### src/rtl/master_bus_arbiter_pkg.sv
// Shared types for the two-master common-bus arbiter: FSM states, master ids
// and the timeout counter width.
package master_bus_arbiter_pkg;

  localparam int CNT_W = 8;

  typedef enum logic [1:0] {
    ST_IDLE  = 2'd0,
    ST_OWN_A = 2'd1,
    ST_OWN_B = 2'd2
  } arb_state_e;

  typedef enum logic {
    MST_A = 1'b0,
    MST_B = 1'b1
  } master_id_e;

  function automatic master_id_e other_master(input master_id_e id);
    return (id == MST_A) ? MST_B : MST_A;
  endfunction

endpackage

### src/rtl/master_bus_arbiter_if.sv
// Common-bus handshake between the arbiter, its two requesting masters and the
// shared slave.
interface master_bus_arbiter_if;

  logic reqA;
  logic reqB;
  logic slaveReady;
  logic useA;
  logic slaveValid;
  logic doneA;
  logic doneB;
  logic busError;

  // Arbiter side of the bus.
  modport master (
    input  reqA, reqB, slaveReady,
    output useA, slaveValid, doneA, doneB, busError
  );

  // Requesters/slave side of the bus.
  modport slave (
    output reqA, reqB, slaveReady,
    input  useA, slaveValid, doneA, doneB, busError
  );

endinterface

### src/rtl/master_bus_arbiter.sv
// Round-robin arbiter granting one of two masters onto a common bus, with a
// per-access timeout that aborts a stalled slave and flags busError.
module master_bus_arbiter
  import master_bus_arbiter_pkg::*;
#(
  parameter int TIMEOUT_CYCLES = 255
) (
  input  logic                 clk,
  input  logic                 rst_n,
  master_bus_arbiter_if.master bus
);

  localparam logic [CNT_W-1:0] LAST_CNT = CNT_W'(TIMEOUT_CYCLES - 1);

  arb_state_e       state_q, state_d;
  logic             useA_q, useA_d;
  master_id_e       last_q, last_d;
  logic [CNT_W-1:0] cnt_q, cnt_d;
  logic             expire;
  logic             finish;
  logic             owned;

  assign owned  = (state_q != ST_IDLE);
  assign expire = (cnt_q == LAST_CNT);
  // Slave completion wins over the timeout when both land in the same cycle.
  assign finish = owned && (bus.slaveReady || expire);

  always_comb begin
    state_d = state_q;
    useA_d  = useA_q;
    last_d  = last_q;
    cnt_d   = cnt_q;
    case (state_q)
      ST_IDLE: begin
        cnt_d = '0;
        if (bus.reqA && (!bus.reqB || other_master(last_q) == MST_A)) begin
          state_d = ST_OWN_A;
          useA_d  = 1'b1;
        end else if (bus.reqB) begin
          state_d = ST_OWN_B;
          useA_d  = 1'b0;
        end
      end
      ST_OWN_A: begin
        if (finish) begin
          last_d = MST_A;
          cnt_d  = '0;
          if (bus.reqB) begin
            state_d = ST_OWN_B;
            useA_d  = 1'b0;
          end else begin
            state_d = ST_IDLE;
          end
        end else begin
          cnt_d = cnt_q + 1'b1;
        end
      end
      ST_OWN_B: begin
        if (finish) begin
          last_d = MST_B;
          cnt_d  = '0;
          // Handover only to the other master; a persistent B goes through IDLE.
          if (bus.reqA) begin
            state_d = ST_OWN_A;
            useA_d  = 1'b1;
          end else begin
            state_d = ST_IDLE;
          end
        end else begin
          cnt_d = cnt_q + 1'b1;
        end
      end
      default: begin
        state_d = ST_IDLE;
        cnt_d   = '0;
      end
    endcase
  end

  always_ff @(posedge clk or negedge rst_n) begin
    if (!rst_n) begin
      state_q <= ST_IDLE;
      useA_q  <= 1'b1;
      last_q  <= MST_B;
      cnt_q   <= '0;
    end else begin
      state_q <= state_d;
      useA_q  <= useA_d;
      last_q  <= last_d;
      cnt_q   <= cnt_d;
    end
  end

  assign bus.useA       = useA_q;
  assign bus.slaveValid = owned;
  assign bus.doneA      = (state_q == ST_OWN_A) && finish;
  assign bus.doneB      = (state_q == ST_OWN_B) && finish;
  assign bus.busError   = finish && !bus.slaveReady;

endmodule

### src/flat_wrapper.sv
// flat-port wrapper written by rule: the top's interface ports become plain ports
module master_bus_arbiter_flat import master_bus_arbiter_pkg::*;
#(
  parameter int TIMEOUT_CYCLES = 255
)
  (clk, rst_n, bus_reqA, bus_reqB, bus_slaveReady, bus_useA, bus_slaveValid, bus_doneA, bus_doneB, bus_busError);
  master_bus_arbiter_if bus_i ();
  input  logic clk;
  input  logic rst_n;
  input wire logic [$bits(bus_i.reqA)-1:0] bus_reqA;
  input wire logic [$bits(bus_i.reqB)-1:0] bus_reqB;
  input wire logic [$bits(bus_i.slaveReady)-1:0] bus_slaveReady;
  output wire logic [$bits(bus_i.useA)-1:0] bus_useA;
  output wire logic [$bits(bus_i.slaveValid)-1:0] bus_slaveValid;
  output wire logic [$bits(bus_i.doneA)-1:0] bus_doneA;
  output wire logic [$bits(bus_i.doneB)-1:0] bus_doneB;
  output wire logic [$bits(bus_i.busError)-1:0] bus_busError;
  assign bus_i.reqA = bus_reqA;
  assign bus_i.reqB = bus_reqB;
  assign bus_i.slaveReady = bus_slaveReady;
  assign bus_useA = bus_i.useA;
  assign bus_slaveValid = bus_i.slaveValid;
  assign bus_doneA = bus_i.doneA;
  assign bus_doneB = bus_i.doneB;
  assign bus_busError = bus_i.busError;
  master_bus_arbiter #(.TIMEOUT_CYCLES(TIMEOUT_CYCLES)) u_core (.clk(clk), .rst_n(rst_n), .bus(bus_i));
endmodule
### config.mk
export PLATFORM = sky130hd
export DESIGN_NAME = master_bus_arbiter_flat
export DESIGN_NICKNAME = d
export VERILOG_FILES = /design/src/rtl/master_bus_arbiter_pkg.sv /design/src/rtl/master_bus_arbiter_if.sv /design/src/rtl/master_bus_arbiter.sv /design/src/flat_wrapper.sv
export SDC_FILE = /design/constraint.sdc
export NUM_CORES = 1
export LEC_CHECK = 0
export ABC_AREA = 1
export CAP_MARGIN = 10
export CORE_MARGIN = 2
export CORE_UTILIZATION = 50
export DETAILED_ROUTE_END_ITERATION = 10
export PLACE_DENSITY_LB_ADDON = 0.25
export SYNTH_ARGS = -nofsm -noshare
export SYNTH_HDL_FRONTEND = slang
export SYNTH_SLANG_ARGS = --single-unit
### constraint.sdc
create_clock -name clk -period 2.5 [get_ports clk]
set_input_delay 0.375 -clock clk [delete_from_list [all_inputs] [get_ports clk]]
set_output_delay 0.375 -clock clk [all_outputs]
set_load 0.02 [all_outputs]
After elaboration in Yosys (flattened, before gate mapping)
Cells that the tools add are included.

Reductions and logical operators: 17. Muxes and demuxes: 18. Eq/ne operators: 7. $add $sub $neg: 1.

Operator list (number): 8-bit two-way mux (2); 2-bit two-way mux (5); 8-bit by 1-bit adder with 8-bit output (second input constant) (1); 8-bit equality test (second input constant) (1); 1-bit two-way mux (8); 2-bit case mux with 3 select lines (1); 3-bit AND reduction (2); 1-bit logical AND (5); 2-bit by 1-bit inequality test with 1-bit output (second input constant) (2); 4-bit AND reduction (1); 2-bit nonzero test (2); 3-bit by 2-bit inequality test with 1-bit output (second input constant) (1); 1-bit case mux with 3 select lines (1); 3-bit nonzero test (1); 2-bit by 1-bit equality test with 1-bit output (second input constant) (1); 2-bit equality test (second input constant) (1); 1-bit zero test (2); 2-bit zero test (1); 1-bit logical OR (2); 2-bit inequality test (second input constant) (1); 1-bit case mux with 2 select lines (1); 2-bit OR reduction (1).

Bits of input ports: 5. Word-level logic and storage cells: 47. Output and inout port bits: 5. Flip-flop bits (word level): 12.

Logic depth before layout (Yosys ltp)
Depth after elaboration: 5. Mapped depth: 11. Gate-level depth less buffers: 11.

Least setup slack after synthesis
Ideal clock, no wire load.

Path kind: register to output. Start point: reg u_core.state_q[0]. End point: out bus_doneA. Buffers on the path: 0. Setup slack: 0.803 ns. Stages on the path, launching flop included: 6. Data arrival time: 1.322 ns. Path through: dfrtp_1 > inv_1 > ha_1 > inv_1 > nand2_4 > nor2_1.

Cells in the longest elaborated chain, start to end: 3. Elaborated cells between the ends (all ways): 4. Those cells by class: eq/ne (1); reduce/logical (3).

RTL lines: start: declaration (RTL line master_bus_arbiter.sv:15) `arb_state_e state_q, state_d;`; start signal: assignment (RTL line master_bus_arbiter.sv:87) `state_q <= state_d;`; 2-bit nonzero test (RTL line master_bus_arbiter.sv:23) `assign owned = (state_q != ST_IDLE);`; net bus_slaveValid (RTL line flat_wrapper.sv:14) `output wire logic [$bits(bus_i.slaveValid)-1:0] bus_slaveValid;`; 1-bit logical AND (RTL line master_bus_arbiter.sv:26) `assign finish = owned && (bus.slaveReady || expire);`; 1-bit logical AND (RTL line master_bus_arbiter.sv:96) `assign bus.doneA = (state_q == ST_OWN_A) && finish;`; end: declaration (RTL line flat_wrapper.sv:15) `output wire logic [$bits(bus_i.doneA)-1:0] bus_doneA;`.

The timed path passes the listed nets, and every way through them passes these cells.

Worst setup path after layout
Start point: reg u_core.state_q[0]. End point: out bus_doneA.

Cells in the longest elaborated chain, start to end: 3. Elaborated cells between the ends (all ways): 4. Those cells by class: eq/ne (1); reduce/logical (3).

RTL lines (RTL line): 2-bit nonzero test (master_bus_arbiter.sv:23); 1-bit logical AND (master_bus_arbiter.sv:26); 1-bit logical AND * (master_bus_arbiter.sv:96).

Every way passes the cells marked *; elsewhere a longest branch is shown, timed or not.

==> summary.md <==
| Metric | Value |
|---|---|
| Synth top cells by count | `nand2_1 (23), inv_1 (13), nor2_1 (13)` |
| Vias post-DR | `slightly above 600` |
| Top-count cell post-synth | `nand2_1` |
| R2R cell count | `8` |
| R2R Setup Slk | `~1000 ps` |
| Seq/Total Area, Yosys | `39.6%` |
| Critical path launch point type | `flop` |
| Max FO, Critical Path | `5` |
| Worst vdd ir | `between 500 and 600 uV` |
| Cell Rows | `14` |
| Post-CTS sizing | `0` |
| Post-synth ARST share | `100%` |
| Antenna violations before repair | `0` |
| Die area | `1860 um^2` |
| Power per cell area | `a little under 1000 nW/um^2` |
| Syn nets | `110` |
| Port Buffers | `9` |
| Clk sink count | `12` |
| Overflow after GRT | `0` |
| CTS H-Tree Depth | `1` |
| Finished Layout Cells | `between 100 and 150` |
| Final hold vios | `0` |
| GP Congestion | `between 0.8 and 0.9` |
| Fin crit period | `between 2000 and 2500 ps` |
| Syn. warnings | `0` |
| Synth Register Bits | `12` |
| Arr. time, crit path | `between 1500 and 2000 ps` |
| Critical path class | `flop to primary output` |
| Slew @ Worst Pin | `505 ps` |
| Max incr delay on CP | `about 610 ps` |
| Core Area | `approximately 1500 um^2` |
| Reg clk slew, reported paths | `~70 ps` |
| Worst setup path endpoint | `bus_doneA` |
| Multi-input gate area | `413 um^2` |
| Clk root buf | `clkbuf_4` |
| Clk_skew | `a little over 0.4 ps` |
| First-pass GRT wire length | `about 2.2 mm` |
| N_diodes | `0` |
| Setup_tns | `0 ps` |
| Setup repair after global routing missed its margin | `false` |
| Setup-failing EPs final | `0` |
| Synth cell types | `16` |
| Cts hold-fix bufs | `0` |
| Fin crit share | `94.7%` |
| Worst slew margin | `66.2%` |
| Clock Path Buffers | `2` |
| Mapped Area | `about 760 um^2` |
| Leading area contributor after synthesis | `dfrtp_1` |
| Layout cells sized above 1 | `between 10% and 20%` |
| Post-synth top area share | `between 30 and 40%` |
| Starting Density | `52.0%` |
| WL/cell | `between 10 and 15 um` |
| Area Growth Syn to Fin | `19.1%` |
| Setup Fix Bufs, Post-CTS | `0` |
| Inserted Clock Buffers | `3` |
| Drt first pass iters | `4` |
| Gate Count Post-Synth | `between 90 and 100` |
| DR vias/cell | `4.87` |
| Fmax | `~0.42 GHz` |
| Die height | `approximately 43 um` |
| RR Startpoint | `u_core.state_q[0]` |
| Max-cap violations | `0` |
| CP cell instances | `inv_1, ha_1, inv_1, nand2_4, nor2_1, clkdlybuf4s50_1` |
| Largest net degree at the start of global routing | `13` |
| Synth area leaders | `dfrtp_1 (33%), ha_1 (11%), nand2_1 (11%)` |
| Max Slew Vio Count | `0` |
| Top_reg_cell synth | `dfrtp_1` |
| Leakage | `around 0.45 nW` |
| GRT Total Usage | `between 10% and 20%` |
| Total wire length | `around 1.3 mm` |
| Worst path most repeated cell | `inv_1` |
| Number of global-route vias before repair | `541` |
| Post-synth EDFFs | `0` |
| Starting DRT DRC Count | `6` |
| I/O pins | `10` |
| Fill count | `between 100 and 150` |
| Hold Path Class | `primary input to asynchronous set/reset pin` |
| Crit path from | `u_core.state_q[0]` |
| WP data required | `2120 ps` |
| Status | `finished, final reports clean` |
| Placed cell count | `about 120` |
| Clk_lat worst skew | `between 200 and 300 ps` |
| Register area | `303 um^2` |
| TritonCTS clock tree | `built` |
| Final net count | `about 120` |
| Endpoint class of the critical path | `primary output` |
| Routed Antenna Nets | `0` |
| Worst flop-to-flop path endpoint | `u_core.bus.useA` |
| Die W | `43.1 um` |
| DRC | `0` |
| Crit path max-delay cell type | `clkdlybuf4s50_1` |
| DP HPWL | `between 1 and 1.5 mm` |
| Avg Inst Size Synth | `between 7 and 8 um^2` |
==> flip-flops by register name, indices dropped and copies added, names as in the netlist <==
register	count
u_core.last_q	1
u_core.state_q	2
u_core.bus.useA	1
u_core.cnt_q	8
==> routing by layer <==
metal	track usage, %	part of all wire, %
met1	19.3	50
met2	25.1	44
met3	6.38	5.0
met4	1.82	0.62
met5	0	0
==> layout make-up <==
type | instances | share of cell area [%]
inverters | 13 | 5.36
well taps | 16 | 2.20
clock buffers | 4 | 3.98
multi-input cells | 73 | 45.3
flip-flops and latches | 12 | 33.2
repair buffers | 9 | 9.89
==> power by group <==
part / internal, mW / total [mW] / switching (mW)
combinational: 0.171 / 0.450 / 0.279
sequential: 0.242 / 0.281 / 0.0393
clock: 0.0885 / 0.148 / 0.0595
==> layout by cell type, fill, tap and decap left out <==
cell type and instances:
nand2_1 23, inv_1 13, nor2_1 13, nand3_1 11, dfrtp_1 10, clkdlybuf4s50_1 9
ha_1 7, nand2_2 4, xor2_1 3, a21oi_1 3, clkbuf_4 3, nand2_4 2
nor3_1 2, o21ai_0 2, dfstp_2 2, nor2_2 1, xnor2_1 1, nor2_4 1
clkbuf_8 1
==> worst max-delay path, delay by kind of cell (launching register included) <==
family	cells	cell delay (ps)
flops	1	430
buf+inv	3	860
fa+ha+maj	1	240
simple gates	2	210
==> cell families (layout without fill, tap and decap cells) <==
family | count (synthesis) | after routing | share of synthesized area (%)
adders and majority gates | 7 | 7 | 11.5
DFF | 12 | 12 | 39.6
buffers and inverters | 13 | 26 | 6.38
and+or+nand+nor | 57 | 57 | 34.7
AOI/OAI and AO/OA | 5 | 5 | 3.27
xor gates and xnor gates | 4 | 4 | 4.58
==> stage by stage <==
stage	instance area (um^2)	power, mW	setup WS (ps)	utilization [%]	hold WS, ps
finish	911	0.879	134	61.9	442
global route	911	0.955	20.6	61.9	479
CTS	911	0.888	117	61.9	455
detailed placement	875	0.733	358	59.4	462
global placement	875	0.725	350	59.4	451
floorplan	764	0.608	803	-	79.4
==> worst min-delay path by stage <==
stage                             start         endpoint  slack, ps  depth (start not counted)
after global routing              rst_n  u_core.cnt_q[4]        480                          1
after global placement    u_core.last_q    u_core.last_q        450                          2
final                             rst_n  u_core.cnt_q[7]        440                          1
after detailed placement  u_core.last_q    u_core.last_q        460                          2
after floorplan                   rst_n  u_core.cnt_q[0]         80                          0
after CTS                         rst_n  u_core.cnt_q[4]        460                          1
Note: power is estimated with default switching activity, not from simulation.
